File: config.mk
export PLATFORM = sky130hd
export DESIGN_NAME = regs_mp
export DESIGN_NICKNAME = d
export VERILOG_FILES = /design/src/rtl/regs_mp.sv
export SDC_FILE = /design/constraint.sdc
export NUM_CORES = 1
export LEC_CHECK = 0
export CAP_MARGIN = 25
export CORE_MARGIN = 8
export CORE_UTILIZATION = 40
export CTS_CLUSTER_SIZE = 14
export DETAILED_ROUTE_END_ITERATION = 10
export SYNTH_ARGS = -nofsm -noshare
export SYNTH_HDL_FRONTEND = slang
export SYNTH_SLANG_ARGS = --single-unit
File: constraint.sdc
create_clock -name i_clk -period 5.9 [get_ports i_clk]
set_input_delay 1.18 -clock i_clk [delete_from_list [all_inputs] [get_ports i_clk]]
set_output_delay 1.18 -clock i_clk [all_outputs]
set_load 0.01 [all_outputs]
File: src/rtl/regs_mp.sv
// regs_mp: two-read one-write register array with optional zero entry, write forwarding and a clear sweep
module regs_mp #(
   parameter int REGS_WIDTH      = 8,
   parameter int REGS_WIDTH_ADDR = 4,
   parameter int REGS_ZERO       = 0,
   parameter int REGS_BYPASS     = 1
) (
   input  logic                       i_clk,
   input  logic                       i_rst,
   input  logic                       i_wt_en,
   input  logic [REGS_WIDTH_ADDR-1:0] i_wt_addr,
   input  logic [REGS_WIDTH-1:0]      i_wt_data,
   output logic                       o_wt_ack,
   input  logic [REGS_WIDTH_ADDR-1:0] i_rd_addr_a,
   input  logic [REGS_WIDTH_ADDR-1:0] i_rd_addr_b,
   output logic [REGS_WIDTH-1:0]      o_rd_data_a,
   output logic [REGS_WIDTH-1:0]      o_rd_data_b,
   input  logic                       i_clr,
   output logic                       o_busy,
   output logic                       o_done
);
   localparam int DEPTH = 2**REGS_WIDTH_ADDR;
   typedef enum logic {IDLE, CLEAR} state_t;
   state_t                     state_q, state_d;
   logic [REGS_WIDTH_ADDR-1:0] cnt_q;
   logic                       done_q;
   logic                       last;
   logic                       drop;
   logic [REGS_WIDTH-1:0]      mem [DEPTH];
   assign last     = cnt_q == '1;
   assign drop     = (REGS_ZERO != 0) && (i_wt_addr == '0);
   assign o_wt_ack = i_wt_en && (state_q == IDLE) && !i_clr;
   assign o_busy   = state_q == CLEAR;
   assign o_done   = done_q;
   always_comb begin
      state_d = (state_q == IDLE) ? (i_clr ? CLEAR : IDLE) : (last ? IDLE : CLEAR);
   end
   always_ff @(posedge i_clk or posedge i_rst) begin
      if (i_rst) begin
         state_q <= IDLE;
         cnt_q   <= '0;
         done_q  <= 1'b0;
      end else begin
         state_q <= state_d;
         cnt_q   <= (state_q == CLEAR) ? cnt_q + 1'b1 : '0;
         done_q  <= (state_q == CLEAR) && last;
      end
   end
   always_ff @(posedge i_clk or posedge i_rst) begin
      if (i_rst) begin
         for (int i = 0; i < DEPTH; i++) mem[i] <= '0;
      end else if (state_q == CLEAR) begin
         mem[cnt_q] <= '0;
      end else if (o_wt_ack && !drop) begin
         mem[i_wt_addr] <= i_wt_data;
      end
   end
   // zero entry wins over forwarding; reset forces reads to zero regardless of the write port
   assign o_rd_data_a = (i_rst || ((REGS_ZERO != 0) && i_rd_addr_a == '0)) ? '0 :
                        ((REGS_BYPASS != 0) && o_wt_ack && i_wt_addr == i_rd_addr_a) ? i_wt_data :
                        mem[i_rd_addr_a];
   assign o_rd_data_b = (i_rst || ((REGS_ZERO != 0) && i_rd_addr_b == '0)) ? '0 :
                        ((REGS_BYPASS != 0) && o_wt_ack && i_wt_addr == i_rd_addr_b) ? i_wt_data :
                        mem[i_rd_addr_b];
endmodule

# Word level (Yosys, flattened, before mapping)
# Cells that the tools add are included.
# Widths: inputs -> output; s select.
# op_classes
addsub	1
magnitude_cmp	6
eq_ne	3
n_mux	21
n_bitwise	7
reduce_logical	9
# op_table
operator	n
$mux 128	2
$and 128x128->128	1
$bwmux 128	1
$not 128->128	1
$mux 8	10
$bmux 8 s4	2
$demux 8 s4	2
$ge 5x5->1 const B	4
$not 4->5	4
$lt 5x1->1 const B	2
$eq 4x4->1	2
$logic_and 1x1->1	7
$add 4x1->4 const B	1
$eq 4x4->1 const B	1
$mux 4	1
$mux 1	3
$reduce_bool 2->1	1
$logic_not 1->1	1
$not 1->1	1
# totals
regBits	134
in_bits	24
elab_cells	66

# Longest topological paths before layout
# Gate-level depths: netlist of the first run.
# depth
depth_word	8
depth_mapped	7
ltp_nobuf	5

# Least setup slack after synthesis of the first run
# Ideal clock, no wire load.
# synth_timing
path_kind	in2out
from	input i_rd_addr_a[0]
to	output o_rd_data_a[2]
arrival_time_ns	2.622
slack_ns	2.098
stages	6
path_buffers	2
cell_sequence	buf_2 > buf_2 > mux4_2 > a22o_1 > o22ai_1 > a21oi_1
# synth_between
elab_chain_cells	6
word_cells_on_any_way	8
cone_classes	1 x eq/ne; 5 x mux; 1 x bitwise; 1 x reduce/logical
# synth_rtl
element	line	source
from (decl)	14	input logic [REGS_WIDTH_ADDR-1:0] i_rd_addr_a,
$not 4->5 (implied by the code)	61	mem[i_rd_addr_a];
$bmux 8 s4	61	
$mux 8 (implied by the code) (2 in a row)	61	
$mux 8 (*)	60	((REGS_BYPASS != 0) && o_wt_ack && i_wt_addr == i_rd_addr_a) ? i_wt_data :
$mux 8 (*)	59	assign o_rd_data_a = (i_rst || ((REGS_ZERO != 0) && i_rd_addr_a == '0)) ? '0 :
to (decl)	16	output logic [REGS_WIDTH-1:0] o_rd_data_a,
# Every way passes the cells marked *; elsewhere a longest branch is shown, timed or not. The select of a mux whose other input is x is not followed.

# Worst setup path after layout of the first run
# layout_timing
from	input i_rd_addr_a[2]
to	output o_rd_data_a[7]
# Same word-level chain as after synthesis.

==> summary.txt, run 1 <==
Status
  – Status: finished clean

Pwr
  – Pwr dens: just over 300 mW/mm^2
  – Clock Power Share: 0.369
  – P_sw: 0.000825 W
  – Combinational share of power: 0.216
  – Peak supply drop: 141 uV
  – Switching part of the total power: 0.312
  – Cell Int Power: about 0.0018 W
  – Seq pwr share: 0.415
  – Leak Pwr: 3.54 nW
  – Final Power: roughly 0.0026 W

Global routing
  – Met3 GRT Util: 0.0510
  – Initial antenna violation count: 0
  – Vias in the first global route: 5667
  – Largest net degree at the start of global routing: between 80 and 90
  – Busiest grt layer: met2
  – First-pass GRT wire length: about 36 mm
  – GR Util met1: 0.270
  – Met2 track demand over resource: 0.312
  – GR Util All Layers: 0.204
  – Total congestion overflow: 0

Layout
  – Highest-count cells in the layout ignoring fill and taps: 160 x a22o_1, 134 x dfrtp_1, 64 x mux4_2
  – Commonest non-fill, non-tap cell in the layout: a22o_1
  – Number of antenna repair diodes: 0
  – Fill cells: between 1500 and 2000
  – Area growth from synthesis to layout: 15.1%
  – Multi-input logic area: roughly 0.0038 sq mm
  – FF+latch area: approximately 0.0034 sq mm
  – Share of layout cells above drive strength 1: 0.246
  – Post-layout nets: between 500 and 600

Drt
  – DRC Markers: 0
  – ANT nets after route: 0
  – Vias: around 5700
  – Routed WL per cell: between 20 and 30 microns
  – DR vias/cell: about 6.9
  – DR iter-0 viols: 838
  – Final wirelength: between 20 and 25 mm
  – 1st-pass router iterations: 5

Worst hold path
  – Worst hold-check path type: flop to flop
  – Hold_sp: cnt_q[0]
  – Hold Path Cell Cnt: 1
  – Hold EP: cnt_q[0]

STA
  – Setup tns final: 0 ps
  – Fin crit share: 0.831
  – RSZ-0062 raised after global routing: false
  – Clock period minus worst slack: just under 5000 ps
  – Slew of the pin with the lowest slew margin: 1010 ps
  – Max Clock Freq: roughly 200 MHz
  – Final Hold Viols: 0
  – Slew headroom: 0.323
  – Layout Skew: about 7 ps
  – Final setup vio count: 0
  – Fin. max-slew vios: 0

Yosys
  – Post-Syn Area: between 0.007 and 0.008 sq mm
  – Netlist cell types: 36
  – Synthesized area per cell: 13.6 sq um
  – Async set-reset flop share out of synthesis: 1.00
  – Register bit count reported by yosys: around 130
  – Xor and xnor fraction of the mapped netlist area: 0.0118
  – Main combinational cell family by area after synthesis: compound AO/OA/AOI/OAI gates
  – Warning count from the yosys run: 0
  – Synth Area in Adders: 0.00672
  – Synth Area in Compound Gates: 0.227
  – Post-synth EDFFs: 0
  – Post-synthesis mux area share: 0.194
  – Top_reg_cell synth: dfrtp_1
  – Mapped Cells: about 550
  – Post-synth net total: 575
  – Register area share after synthesis: 0.450
  – Simple-gate portion of the synthesized area: 0.0748

Floorplanning
  – I/O Pins: 43
  – Die area: 0.0232 sq mm
  – Die span in x: roughly 150 microns
  – Initial Util: 0.403
  – Rows: 50
  – Die height: around 150 microns
  – Core Region: roughly 0.018 sq mm

Job
  – Max-cap violation count: 0

Setup path
  – CP required: about 4700 ps
  – CP max-delay cell: clkdlybuf4s50_1
  – Flop2flop setup slack: ~3200 ps
  – Bufs and invs on worst path: 2
  – FF-to-FF path depth: 5
  – Critical Path Most Common Cell: clkdlybuf4s50_1
  – Crit path cell chain: clkdlybuf4s50_1 > nor2b_1 > a22o_1 > o22ai_1 > a21oi_1 > clkdlybuf4s50_1
  – Slowest stage delay, CP: 630 ps
  – Critical path type: input port to output pin
  – Reg-to-reg critical path endpoint: mem[123]
  – Delay-heaviest family, CP: buffers and inverters
  – Crit path launch type: input port
  – WP data arrival: 3730 ps
  – CP Capture Type: output pin
  – Critical path peak fanout: 8
  – Reg-to-reg startpoint: o_busy

CTS
  – Post-CTS Hold Buffers: 0
  – CTS max path bufs: 2
  – Clk Latency, worst-skew pair: 430 ps
  – CTS Sinks: 134
  – Root Driver: clkbuf_16
  – Post-CTS sizing: 0
  – Setup Buffers After CTS: 0
  – CTS tree: yes
  – H-Tree Depth: 4
  – Clk slew on worst S/H paths: around 50 ps
  – Num CTS Buffers: 17

Place
  – # port buffers: 42
  – Post-DP HPWL: ~16 mm
  – GPL Wtd Cong: between 0.9 and 1
-- metrics by stage --
stage | setup slack (ps) | util | cell area (sq um) | std cells | hold WS (ps)
final | 995 | 0.464 | 8570 | 816 | 512
after global routing | 882 | 0.464 | 8570 | 816 | 527
after CTS | 1050 | 0.464 | 8570 | 816 | 514
after detailed placement | 1040 | 0.435 | 8040 | 785 | 500
after global placement | 1070 | 0.435 | 8040 | 785 | 495
after floorplan | 764 | - | 7450 | 547 | 475
-- synthesized netlist by cell type, types with 2 or more instances --
cell type / n / area share
a21oi_1: 18 / 0.012
a21oi_2: 11 / 0.013
a22o_1: 160 / 0.19
and2_1: 5 / 0.0042
and4_1: 2 / 0.0024
buf_1: 12 / 0.0060
buf_2: 21 / 0.014
clkbuf_1: 17 / 0.0086
clkbuf_2: 2 / 0.0013
dfrtp_1: 134 / 0.45
ha_1: 4 / 0.0067
inv_1: 3 / 0.0015
mux4_2: 64 / 0.19
nand2_1: 4 / 0.0020
nand2b_1: 2 / 0.0017
nand3_1: 17 / 0.011
nand4_1: 2 / 0.0017
nor2_1: 9 / 0.0045
nor2b_1: 5 / 0.0042
nor3_2: 8 / 0.011
nor3b_1: 2 / 0.0020
nor4_4: 8 / 0.023
o22ai_1: 16 / 0.013
xnor2_1: 9 / 0.011
-- power groups by stage --
stage | logic, W | clock network (W) | registers, W
6_report | 0.000573 | 0.000976 | 0.00110
5_1_grt | 0.000609 | 0.00103 | 0.00111
4_1_cts | 0.000571 | 0.000982 | 0.00110
3_5_place_dp | 0.000568 | 0 | 0.00111
3_3_place_gp | 0.000559 | 0 | 0.00110
2_1_floorplan | 0.000414 | 0 | 0.00107
-- how the worst max path moves through the flow --
stage | depth (start not counted) | from | slack (ps) | to
3_5_place_dp | 6 | i_rd_addr_b[0] | 1040 | o_rd_data_b[4]
4_1_cts | 6 | i_rd_addr_b[0] | 1050 | o_rd_data_b[4]
3_3_place_gp | 6 | i_rd_addr_b[0] | 1070 | o_rd_data_b[6]
6_report | 6 | i_rd_addr_a[2] | 990 | o_rd_data_a[7]
5_1_grt | 6 | i_wt_addr[3] | 880 | o_rd_data_a[7]
2_1_floorplan | 3 | i_rst | 760 | cnt_q[0]
-- state kept, by name, summed over array words and instances, names as in the netlist --
| name | cells |
|---|---|
| mem | 128 |
| o_done | 1 |
| o_busy | 1 |
| cnt_q | 4 |
-- layout make-up --
cell class,count,area share
multi-input combinational,354,0.446
sequential,134,0.391
timing repair buffer,58,0.0637
clock buffer,21,0.0526
tap,234,0.0342
clock inverter,10,0.00964
inverter,5,0.00248
-- layer usage --
layer  part of all wire  vias to the layer above  wire length [microns]
met5                  0                        -                      0
met3              0.085                       67                   1990
li1                   -                     2295                      -
met1               0.42                     2951                   9700
met2               0.46                      357                  10800
met4              0.038                        0                    883
-- cell families after synthesis --
logic type / after synthesis
adders and majority gates: 4
and+or+nand+nor: 71
AOI/OAI and AO/OA: 205
buffers and inverters: 59
xor gates and xnor gates: 10
muxes: 64
DFF: 134
(Power assumes the default switching activity.)
==> inputs of run 2 (changes only) <==
==> constraint.sdc (replaced) <==
create_clock -name i_clk -period 5.1 [get_ports i_clk]
set_input_delay 1.02 -clock i_clk [delete_from_list [all_inputs] [get_ports i_clk]]
set_output_delay 1.02 -clock i_clk [all_outputs]
set_load 0.01 [all_outputs]
==> summary.txt, run 2 (same netlist as run 1, synthesis figures left out) <==
Status
  – Status: finished clean

STA
  – Layout Skew: 11.5 ps (+4.60 ps)
  – Fin. max-slew vios: 0 (unchanged)
  – Clock period minus worst slack: ~4500 ps
  – Setup tns final: 0 ps (unchanged)
  – Fin crit share: 0.883
  – Max Clock Freq: around 220 MHz
  – RSZ-0062 raised after global routing: false
  – Final setup vio count: 0 (unchanged)
  – Final Hold Viols: 0 (unchanged)
  – Slew of the pin with the lowest slew margin: 812 ps (-200 ps)
  – Slew headroom: 0.457 (+0.134)

Setup path
  – Slowest stage delay, CP: 820 ps (+190 ps)
  – CP required: 4080 ps (-640 ps)
  – Critical Path Most Common Cell: clkdlybuf4s50_1
  – Crit path cell chain: clkdlybuf4s50_1 > xnor2_1 > and4_1 > nand3_1 > a21oi_1 > clkdlybuf4s50_1
  – WP data arrival: 3480 ps (-250 ps)
  – Critical path type: input port to output pin
  – CP max-delay cell: clkdlybuf4s50_1
  – Worst Setup SP: i_wt_addr[2]
  – Delay-heaviest family, CP: buffers and inverters
  – Critical path peak fanout: 8 (unchanged)
  – Crit path launch type: input port
  – Bufs and invs on worst path: 2 (unchanged)
  – Reg-to-reg startpoint: o_busy
  – CP Capture Type: output pin

Drt
  – DR iter-0 viols: 766 (-8.6%)
  – Vias: 5724 (+0.95%)
  – 1st-pass router iterations: 5 (unchanged)
  – Routed WL per cell: 29.6 microns (+3.3%)
  – Final wirelength: 24.5 mm (+4.7%)
  – DR vias/cell: 6.92 (-0.39%)
  – ANT nets after route: 0 (unchanged)
  – DRC Markers: 0 (unchanged)

Pwr
  – Peak supply drop: 211 uV (+50%)
  – Final Power: 0.00320 W (+21%)
  – Leak Pwr: 3.64 nW (+2.8%)
  – Pwr dens: 366 mW/mm^2 (+19%)

Place
  – Post-DP HPWL: 16.8 mm (+5.1%)
  – Post-Place Cell Area: 0.00814 sq mm (+1.3%)
  – # port buffers: 42 (unchanged)
  – Cells after DPL: 796 (+1.4%)
  – GPL Wtd Cong: 0.931 (-2.8%)

Global routing
  – Vias in the first global route: 5824 (+2.8%)
  – Initial antenna violation count: 0 (unchanged)
  – Total congestion overflow: 0 (unchanged)
  – GR Util All Layers: 0.212 (+0.00757)
  – First-pass GRT wire length: 37.2 mm (+4.1%)
  – Largest net degree at the start of global routing: 77 (-7.2%)

Floorplanning
  – Die area: 0.0232 sq mm (unchanged)
  – Die span in x: 152 microns (unchanged)
  – Core Region: 0.0185 sq mm (unchanged)
  – I/O Pins: 43 (unchanged)
  – Initial Util: 0.403 (unchanged)
  – Rows: 50 (unchanged)
  – Die height: 152 microns (unchanged)

Layout
  – Largest registers: mem: 128 flops, cnt_q: 4 flops
  – Largest Register: mem
  – Design area: 0.00873 sq mm (+1.9%)
  – Final Instance Count excl. Fillers: 827 (+1.3%)
  – Highest-count cells in the layout ignoring fill and taps: 160 x a22o_1, 134 x dfrtp_1, 64 x mux4_2
  – Max FFs per register: 128 (unchanged)
  – Number of antenna repair diodes: 0 (unchanged)
  – Area growth from synthesis to layout: 17.3%
  – Share of layout cells above drive strength 1: 0.260 (+0.0140)
  – Post-layout nets: 609 (+1.8%)
  – Commonest non-fill, non-tap cell in the layout: a22o_1
  – Final core occ: 0.473 (+0.00895)

CTS
  – CTS max path bufs: 2 (unchanged)
  – Clk Latency, worst-skew pair: 430 ps (about the same)
  – Root Driver: clkbuf_16
  – Num CTS Buffers: 17 (unchanged)
  – CTS tree: yes
  – Clk slew on worst S/H paths: 60 ps (about the same)
  – Setup Buffers After CTS: 0 (unchanged)
  – Post-CTS sizing: 0 (unchanged)
  – H-Tree Depth: 4 (unchanged)
  – Post-CTS Hold Buffers: 0 (unchanged)
  – CTS Sinks: 134 (unchanged)

Worst hold path
  – Hold_sp: mem[96]
  – Worst hold-check path type: flop to flop

Job
  – Max-cap violation count: 0 (unchanged)
==> run 2: cell count changes in the layout (fill, tap and decap cells not counted), sizes merged <==
cell	before	now
clkinv	7	6
bufinv	1	3
buf	20	31
clkbuf	21	22
clkinvlp	3	1
==> run 2: path summary, 6_finish.rpt <==
check	cells past startpoint	slack [ps]	to
setup / recovery	6	600	o_rd_data_b[6]
hold / removal	1	510	mem[96]
setup reg to reg	5	2520	mem[68]
hold reg to reg	1	510	mem[96]
max in group asynchronous	3	2560	mem[8]
min in group asynchronous	2	1640	mem[61]
==> run 2: per-stage QoR <==
stage                     hold WS (ps)  setup WS [ps]
final                              512            598
after global routing               530            501
after CTS                          518            613
after detailed placement           498            662
after global placement             495            658
after floorplan                    475            124
==> run 2: per-layer routing <==
layer | vias up | wire [microns] | GRT usage
li1 | 2326 | - | -
met2 | 351 | 11300 | 0.322
met4 | 0 | 867 | 0.0938
met5 | - | 0 | 0
met1 | 2996 | 10000 | 0.284
met3 | 51 | 2220 | 0.0499
==> run 2: area by class of cell <==
class	instances	area [sq um]
clock inverters	9	126
clock buffers	22	464
well taps	234	293
repair buffers	69	653
multi-input cells	354	3820
fillers	1597	9720
inverters	5	21.3
flip-flops and latches	134	3350
==> run 2: where the power goes <==
part / leakage (nW) / switching, W / internal (W) / total, W
clock: 0.290 / 0.000461 / 0.000789 / 0.00125
sequential: 1.86 / 0.000101 / 0.00117 / 0.00127
combinational: 1.49 / 0.000410 / 0.000274 / 0.000684
